### src/rtl/issue_pkg.sv
// Shared types for the issue scheduler: queue entry, issue slot, tag constants.
package issue_pkg;
  localparam int IQ_DATA_W = 32;
  localparam int IQ_TAG_W  = 4;
  localparam int IQ_OP_W   = 6;
  localparam int IQ_UNIT_W = 2;  // room for up to 4 units

  localparam logic [IQ_TAG_W-1:0] TAG_NONE = '0;

  typedef struct packed {
    logic                 valid;
    logic                 ready;
    logic [IQ_UNIT_W-1:0] unit;
    logic [IQ_OP_W-1:0]   op;
    logic [IQ_DATA_W-1:0] val;
    logic [IQ_TAG_W-1:0]  src_tag;
    logic [IQ_TAG_W-1:0]  target;
  } iq_entry_t;

  typedef struct packed {
    logic [IQ_OP_W-1:0]   op;
    logic [IQ_DATA_W-1:0] val;
    logic [IQ_TAG_W-1:0]  target;
  } issue_slot_t;
endpackage

### src/rtl/iq_select.sv
// Find-first (lowest index = oldest) over a request vector.
module iq_select #(
  parameter int DEPTH = 4
) (
  input  logic [DEPTH-1:0]         req,
  output logic [$clog2(DEPTH)-1:0] idx,
  output logic                     hit
);
  always_comb begin
    idx = '0;
    hit = 1'b0;
    for (int i = DEPTH - 1; i >= 0; i--) begin
      if (req[i]) begin
        idx = ($clog2(DEPTH))'(i);
        hit = 1'b1;
      end
    end
  end
endmodule

### src/rtl/issue_sched.sv
// Age-ordered issue queue with CDB wakeup and registered per-unit issue slots.
module issue_sched
  import issue_pkg::*;
#(
  parameter int DEPTH     = 4,
  parameter int NUM_UNITS = 2,
  parameter int DATA_W    = IQ_DATA_W,
  parameter int TAG_W     = IQ_TAG_W,
  parameter int OP_W      = IQ_OP_W,
  localparam int UNIT_W   = (NUM_UNITS > 1) ? $clog2(NUM_UNITS) : 1,
  localparam int CNT_W    = $clog2(DEPTH + 1)
) (
  input  logic                        clk,
  input  logic                        rst,
  input  logic                        flush,
  input  logic                        id_valid,
  output logic                        id_ready,
  input  logic [UNIT_W-1:0]           id_unit,
  input  logic [OP_W-1:0]             id_op,
  input  logic [DATA_W-1:0]           id_val,
  input  logic [TAG_W-1:0]            id_src_tag,
  input  logic [TAG_W-1:0]            id_target,
  input  logic                        cdb_valid,
  input  logic [TAG_W-1:0]            cdb_tag,
  input  logic [DATA_W-1:0]           cdb_val,
  output logic [NUM_UNITS-1:0]        ex_valid,
  input  logic [NUM_UNITS-1:0]        ex_ready,
  output logic [NUM_UNITS*OP_W-1:0]   ex_op,
  output logic [NUM_UNITS*DATA_W-1:0] ex_val,
  output logic [NUM_UNITS*TAG_W-1:0]  ex_target,
  output logic [CNT_W-1:0]            occupancy
);
  localparam int IDX_W = $clog2(DEPTH);

  iq_entry_t   [DEPTH-1:0]              q, q_nxt;
  iq_entry_t                            new_e;
  logic        [CNT_W-1:0]              count, count_nxt;
  issue_slot_t [NUM_UNITS-1:0]          slot;
  logic        [NUM_UNITS-1:0]          slot_vld, slot_load, hit;
  logic        [NUM_UNITS-1:0][IDX_W-1:0] sel_idx;
  logic        [DEPTH-1:0]              issued;
  logic                                 enq;

  // No pass-through: acceptance looks only at the registered count.
  assign id_ready  = count < CNT_W'(DEPTH);
  assign enq       = id_valid && id_ready && !flush;
  assign occupancy = count;
  assign ex_valid  = slot_vld;

  for (genvar u = 0; u < NUM_UNITS; u++) begin : g_unit
    logic [DEPTH-1:0] req;
    always_comb begin
      req = '0;
      for (int i = 0; i < DEPTH; i++)
        req[i] = q[i].valid && q[i].ready && (q[i].unit == IQ_UNIT_W'(u));
    end
    iq_select #(.DEPTH(DEPTH)) u_sel (.req(req), .idx(sel_idx[u]), .hit(hit[u]));
    assign slot_load[u] = hit[u] && (!slot_vld[u] || ex_ready[u]);
    assign ex_op[u*OP_W +: OP_W]       = slot[u].op;
    assign ex_val[u*DATA_W +: DATA_W]  = slot[u].val;
    assign ex_target[u*TAG_W +: TAG_W] = slot[u].target;
  end

  always_comb begin
    issued = '0;
    for (int u = 0; u < NUM_UNITS; u++)
      for (int i = 0; i < DEPTH; i++)
        if (slot_load[u] && sel_idx[u] == IDX_W'(i)) issued[i] = 1'b1;
  end

  always_comb begin
    new_e         = '0;
    new_e.valid   = 1'b1;
    new_e.unit    = IQ_UNIT_W'(id_unit);
    new_e.op      = id_op;
    new_e.val     = id_val;
    new_e.src_tag = id_src_tag;
    new_e.target  = id_target;
    if (id_src_tag == TAG_NONE) begin
      new_e.ready = 1'b1;
    end else if (cdb_valid && cdb_tag == id_src_tag) begin
      new_e.ready = 1'b1;
      new_e.val   = cdb_val;
    end
  end

  // Wake, drop issued entries, pack survivors toward index 0, then append.
  always_comb begin
    iq_entry_t w;
    int        p;
    q_nxt = '0;
    p     = 0;
    for (int i = 0; i < DEPTH; i++) begin
      w = q[i];
      if (!w.ready && cdb_valid && cdb_tag == w.src_tag) begin
        w.ready = 1'b1;
        w.val   = cdb_val;
      end
      if (w.valid && !issued[i]) begin
        for (int j = 0; j < DEPTH; j++)
          if (j == p) q_nxt[j] = w;
        p++;
      end
    end
    if (enq)
      for (int j = 0; j < DEPTH; j++)
        if (j == p) q_nxt[j] = new_e;
    count_nxt = CNT_W'(p) + CNT_W'(enq);
  end

  always_ff @(posedge clk or posedge rst) begin
    if (rst) begin
      q     <= '0;
      count <= '0;
    end else if (flush) begin
      q     <= '0;
      count <= '0;
    end else begin
      q     <= q_nxt;
      count <= count_nxt;
    end
  end

  always_ff @(posedge clk or posedge rst) begin
    if (rst) begin
      slot_vld <= '0;
      slot     <= '0;
    end else if (flush) begin
      slot_vld <= '0;
      slot     <= '0;
    end else begin
      for (int u = 0; u < NUM_UNITS; u++) begin
        if (slot_load[u]) begin
          slot_vld[u] <= 1'b1;
          slot[u]     <= '{op:     q[sel_idx[u]].op,
                           val:    q[sel_idx[u]].val,
                           target: q[sel_idx[u]].target};
        end else if (ex_ready[u]) begin
          slot_vld[u] <= 1'b0;
        end
      end
    end
  end

  a_unit_range: assert property (@(posedge clk) disable iff (rst)
    (id_valid && id_ready) |-> (int'(id_unit) < NUM_UNITS));
endmodule

### config.mk
export PLATFORM = sky130hd
export DESIGN_NAME = issue_sched
export DESIGN_NICKNAME = d
export VERILOG_FILES = /design/src/rtl/issue_pkg.sv /design/src/rtl/iq_select.sv /design/src/rtl/issue_sched.sv
export SDC_FILE = /design/constraint.sdc
export NUM_CORES = 1
export LEC_CHECK = 0
export BUFFER_PORTS_ARGS = -buffer_cell sky130_fd_sc_hd__buf_2
export CAP_MARGIN = 15
export CORE_AREA = 4 4 158 274
export CTS_BUF_LIST = sky130_fd_sc_hd__clkbuf_8 sky130_fd_sc_hd__clkbuf_16
export CTS_CLUSTER_SIZE = 16
export DETAILED_ROUTE_END_ITERATION = 12
export DIE_AREA = 0 0 162 278
export PLACE_DENSITY = 0.67
export SLEW_MARGIN = 15
export SYNTH_ARGS = -nofsm -noshare
export SYNTH_HDL_FRONTEND = slang
export SYNTH_SLANG_ARGS = --single-unit
### constraint.sdc
create_clock -name clk -period 28.4 [get_ports clk]
set_input_delay 4.26 -clock clk [delete_from_list [all_inputs] [get_ports clk]]
set_output_delay 4.26 -clock clk [all_outputs]
set_load 0.01 [all_outputs]
==> qor.txt <==
GRT
--------------------------------------------------------------------------------------
Global-route wire length before repair ..................................   112,000 um
Vias in the first global route ..........................................        19.3k
Maximum number of pins on one net before global-route repair ............          136
Initial antenna violation count .........................................            2
Global-route total usage across every layer .............................        31.2%
Overflow left after global routing ......................................            0

CRITICAL PATH
--------------------------------------------------------------------------------------
Worst EP required .......................................................    28,880 ps
Critical Path Source Type ............................................... primary input
Setup slack of the worst register-to-register path ......................    22,970 ps
CP Cell Sequence ........................................................ buf_2 -> nor3b_1 -> o31a_1 -> inv_2 -> ha_1 -> nand2_1 -> a41oi_1 -> nand2_1 -> a21oi_1 -> nor4_4 -> buf_4 -> buf_4 -> nand2_2 -> o22ai_1
Critical path fanouts, max ..............................................           97
Maximum cell stage delay along the critical path ........................       880 ps
Critical path type ...................................................... primary input to flip-flop
Crit-path leading delay family .......................................... simple AND/OR/NAND/NOR gates
Worst endpoint data arrival time ........................................      9200 ps
Critical path's slowest cell ............................................ sky130_fd_sc_hd__o31a_1
Combined buffer and inverter count along the critical path ..............            4
Capturing element type of the critical path .............................    flip-flop

PWR
--------------------------------------------------------------------------------------
Internal power consumption ..............................................       708 uW
Comb pwr share ..........................................................         9.5%
Power Density ........................................................... 46.7 nW/um^2
Leakage component of the power ..........................................      8.25 nW
Overall power after layout ..............................................       955 uW
Clock share of power ....................................................        46.2%
Switching component of the power ........................................       246 uW
Worst VDD drop ..........................................................    0.0346 mV
Switching part of the total .............................................        25.8%
Power share of the sequential group .....................................        44.3%

TIMING
--------------------------------------------------------------------------------------
Setup violators final ...................................................            0
Slew Viols, Final .......................................................            0
Slew of the pin with the lowest slew margin .............................      1120 ps
Upper clock frequency limit .............................................      115 MHz
Post-Route Setup TNS ....................................................         0 ps
Number of endpoints with negative hold slack in the final report ........            0
Layout Skew .............................................................      10.2 ps
Rel. slew slack .........................................................        24.9%
Crit share post-route ...................................................        30.7%
RSZ-0062 raised after global routing ....................................           no
Minimum clock period after layout .......................................      8720 ps

CLOCK NETWORK
--------------------------------------------------------------------------------------
Number of buffers inserted by hold repair at cts ........................            0
Post_cts resized ........................................................            0
Clock latency at the later pin of the worst-skew pair ...................       580 ps
Master cell of the clock root buffer .................................... sky130_fd_sc_hd__clkbuf_16
Maximum level of the CTS H-tree .........................................            1
Clock-pin slew on the worst setup and hold paths ........................        70 ps
Num CTS Buffers .........................................................           28
Sink Count ..............................................................          289
Clock tree from TritonCTS ...............................................          yes
Setup fix buffers added after clock tree synthesis ......................            0
CTS max path bufs .......................................................            3

DETAILED ROUTING
--------------------------------------------------------------------------------------
First drt pass iteration count ..........................................           10
Routed vias .............................................................        19.3k
Residual DRC count ......................................................            0
Detailed-route wire length ..............................................    73,300 um
Average wire per standard cell ..........................................      26.7 um
Number of antenna-violating nets in the routed design ...................            0
Initial drt markers .....................................................        2,474
Via-to-Cell Ratio .......................................................         7.04

FINAL LAYOUT
--------------------------------------------------------------------------------------
Commonest cells after routing, fill and taps aside ...................... sky130_fd_sc_hd__nor2_1, sky130_fd_sc_hd__dfrtp_1, sky130_fd_sc_hd__o22ai_1, sky130_fd_sc_hd__a21oi_1, sky130_fd_sc_hd__buf_2
Utilization after layout ................................................        49.9%
Nets@finish .............................................................        2,271
Fraction of final layout cells with drive strength greater than 1 .......        14.1%
Layout-stage area growth over the synthesis result ......................        12.1%
Commonest non-fill, non-tap cell in the layout .......................... sky130_fd_sc_hd__nor2_1
Number of non-filler instances in the completed layout ..................        2,745
Fillers .................................................................        3,919

YOSYS
--------------------------------------------------------------------------------------
Post-Syn Nets ...........................................................        2,252
Most frequently used flop master after synthesis ........................ sky130_fd_sc_hd__dfrtp_1
Number of synthesized flops with an enable pin ..........................            0
Count of yosys warnings during synthesis ................................            0
Total of flip-flops plus latches after synthesis ........................          289
Number of distinct standard cells referenced by the synthesized netlist .           65
Post-Syn Instances ......................................................        2,156
Netlist Area Pre-Place ..................................................  18,200 um^2
Share of synthesized flip-flops with an asynchronous set or reset .......         100%
Sequential-to-total area share from yosys stat ..........................        39.7%
Mean post-synth cell area ...............................................    8.46 um^2

FLOORPLANNING
--------------------------------------------------------------------------------------
Top-Level Pins ..........................................................          180
Initial cell density of the core ........................................        44.5%
Die area ................................................................  45,000 um^2
Standard-cell rows ......................................................           98
Core Area ...............................................................  41,000 um^2
Chip width ..............................................................       162 um
Overall die height ......................................................       278 um

OUTCOME
--------------------------------------------------------------------------------------
Status .................................................................. finished clean

PLACE
--------------------------------------------------------------------------------------
Number of input and output port buffers inserted ........................          179
Final RePlAce weighted congestion .......................................        0.977
Cell Count Post-Placement ...............................................        2,695
Estimated wirelength of the detail-placed design ........................    43,300 um

WORST HOLD PATH
--------------------------------------------------------------------------------------
Path class of the lowest-slack min-delay path ........................... flip-flop to flip-flop

FLOW RUN
--------------------------------------------------------------------------------------
# Max-Cap Violations ....................................................            0

cell usage after synthesis, types with 14 or more instances:
cell	number	area [um^2]
sky130_fd_sc_hd__nor4_1	90	563
sky130_fd_sc_hd__a211oi_1	66	495
sky130_fd_sc_hd__inv_1	31	116
sky130_fd_sc_hd__buf_2	25	125
sky130_fd_sc_hd__mux2i_1	162	1620
sky130_fd_sc_hd__nand2b_1	15	93.8
sky130_fd_sc_hd__clkbuf_1	174	653
sky130_fd_sc_hd__buf_1	24	90.1
sky130_fd_sc_hd__a221oi_1	53	464
sky130_fd_sc_hd__a222oi_1	22	220
sky130_fd_sc_hd__o41ai_1	15	131
sky130_fd_sc_hd__nand2_1	62	233
sky130_fd_sc_hd__nand3_1	28	140
sky130_fd_sc_hd__o21ai_0	68	340
sky130_fd_sc_hd__dfrtp_1	289	7230
sky130_fd_sc_hd__a21oi_1	226	1130
sky130_fd_sc_hd__nor2_1	362	1360
sky130_fd_sc_hd__nor3_1	14	70.1
sky130_fd_sc_hd__o211ai_1	45	338
sky130_fd_sc_hd__o22ai_1	228	1430
sky130_fd_sc_hd__a311oi_1	43	377
final cells by class:
cell class / count / area (um^2) / area share, %
Multi-Input combinational cell: 1605 / 10100 / 49.5
Sequential cell: 289 / 7230 / 35.4
Timing Repair Buffer: 220 / 1210 / 5.94
Clock buffer: 36 / 822 / 4.02
Tap cell: 550 / 688 / 3.37
Clock inverter: 13 / 244 / 1.19
Inverter: 31 / 124 / 0.606
Antenna cell: 1 / 2.50 / 0.0122
through the flow:
stage	setup slack (ps)	hold slack (ps)	area, um^2
after floorplan	16160	554	18200
after global placement	19370	490	19400
after detailed placement	19250	500	19400
after CTS	19800	515	20400
after global routing	19400	536	20400
final	19680	510	20400
power by group through the flow:
stage,Sequential (mW),Clock [mW],Combinational (mW)
after floorplan,0.429,0,0.0568
after global placement,0.430,0,0.0871
after detailed placement,0.430,0,0.0888
after CTS,0.423,0.445,0.0891
after global routing,0.423,0.461,0.0973
final,0.423,0.441,0.0906
flip-flops by register name (all words and copies together), names as in the netlist:
signal     flops
ex_val        64
ex_target      8
ex_op         12
ex_valid       2
occupancy      3
q            200
cell families (layout without fill, tap and decap cells):
group / after synthesis / count (layout) / share of synthesized area [%]
compound gates: 808 / 808 / 29.0
xor+xnor: 15 / 15 / 0.720
fa+ha+maj: 6 / 6 / 0.412
buf+inv: 262 / 300 / 5.79
flops: 289 / 289 / 39.7
mux: 164 / 164 / 9.04
other cells: 0 / 1 / 0
simple gates: 612 / 612 / 15.4
path summary, 6_finish.rpt:
kind | startpoint | to | depth (start not counted)
worst max-delay path | ex_ready[0] | q[181] | 14
worst min-delay path | ex_val[43] | ex_val[43] | 2
worst max register to register | q[46] | q[181] | 13
worst min register to register | ex_val[43] | ex_val[43] | 2
max in group asynchronous | rst | ex_op[6] | 4
min in group asynchronous | rst | ex_val[7] | 2
per-layer routing:
layer,track usage (%),vias to the layer above,wire (um)
li1,-,8280,-
met1,37.0,9295,25600
met2,51.6,1371,35200
met3,5.38,376,7090
met4,21.0,2,5370
met5,0,-,18
worst reg2reg max path: stages, from the launching register on:
cell and delay, ps:
sky130_fd_sc_hd__dfrtp_1 450, sky130_fd_sc_hd__nor3b_1 240, sky130_fd_sc_hd__o31a_1 880, sky130_fd_sc_hd__inv_2 80, sky130_fd_sc_hd__ha_1 270, sky130_fd_sc_hd__nand2_1 70
sky130_fd_sc_hd__a41oi_1 60, sky130_fd_sc_hd__nand2_1 820, sky130_fd_sc_hd__a21oi_1 170, sky130_fd_sc_hd__nor4_4 200, sky130_fd_sc_hd__buf_4 270, sky130_fd_sc_hd__buf_4 830
sky130_fd_sc_hd__nand2_2 660, sky130_fd_sc_hd__o22ai_1 330
(Power assumes the default switching activity.)
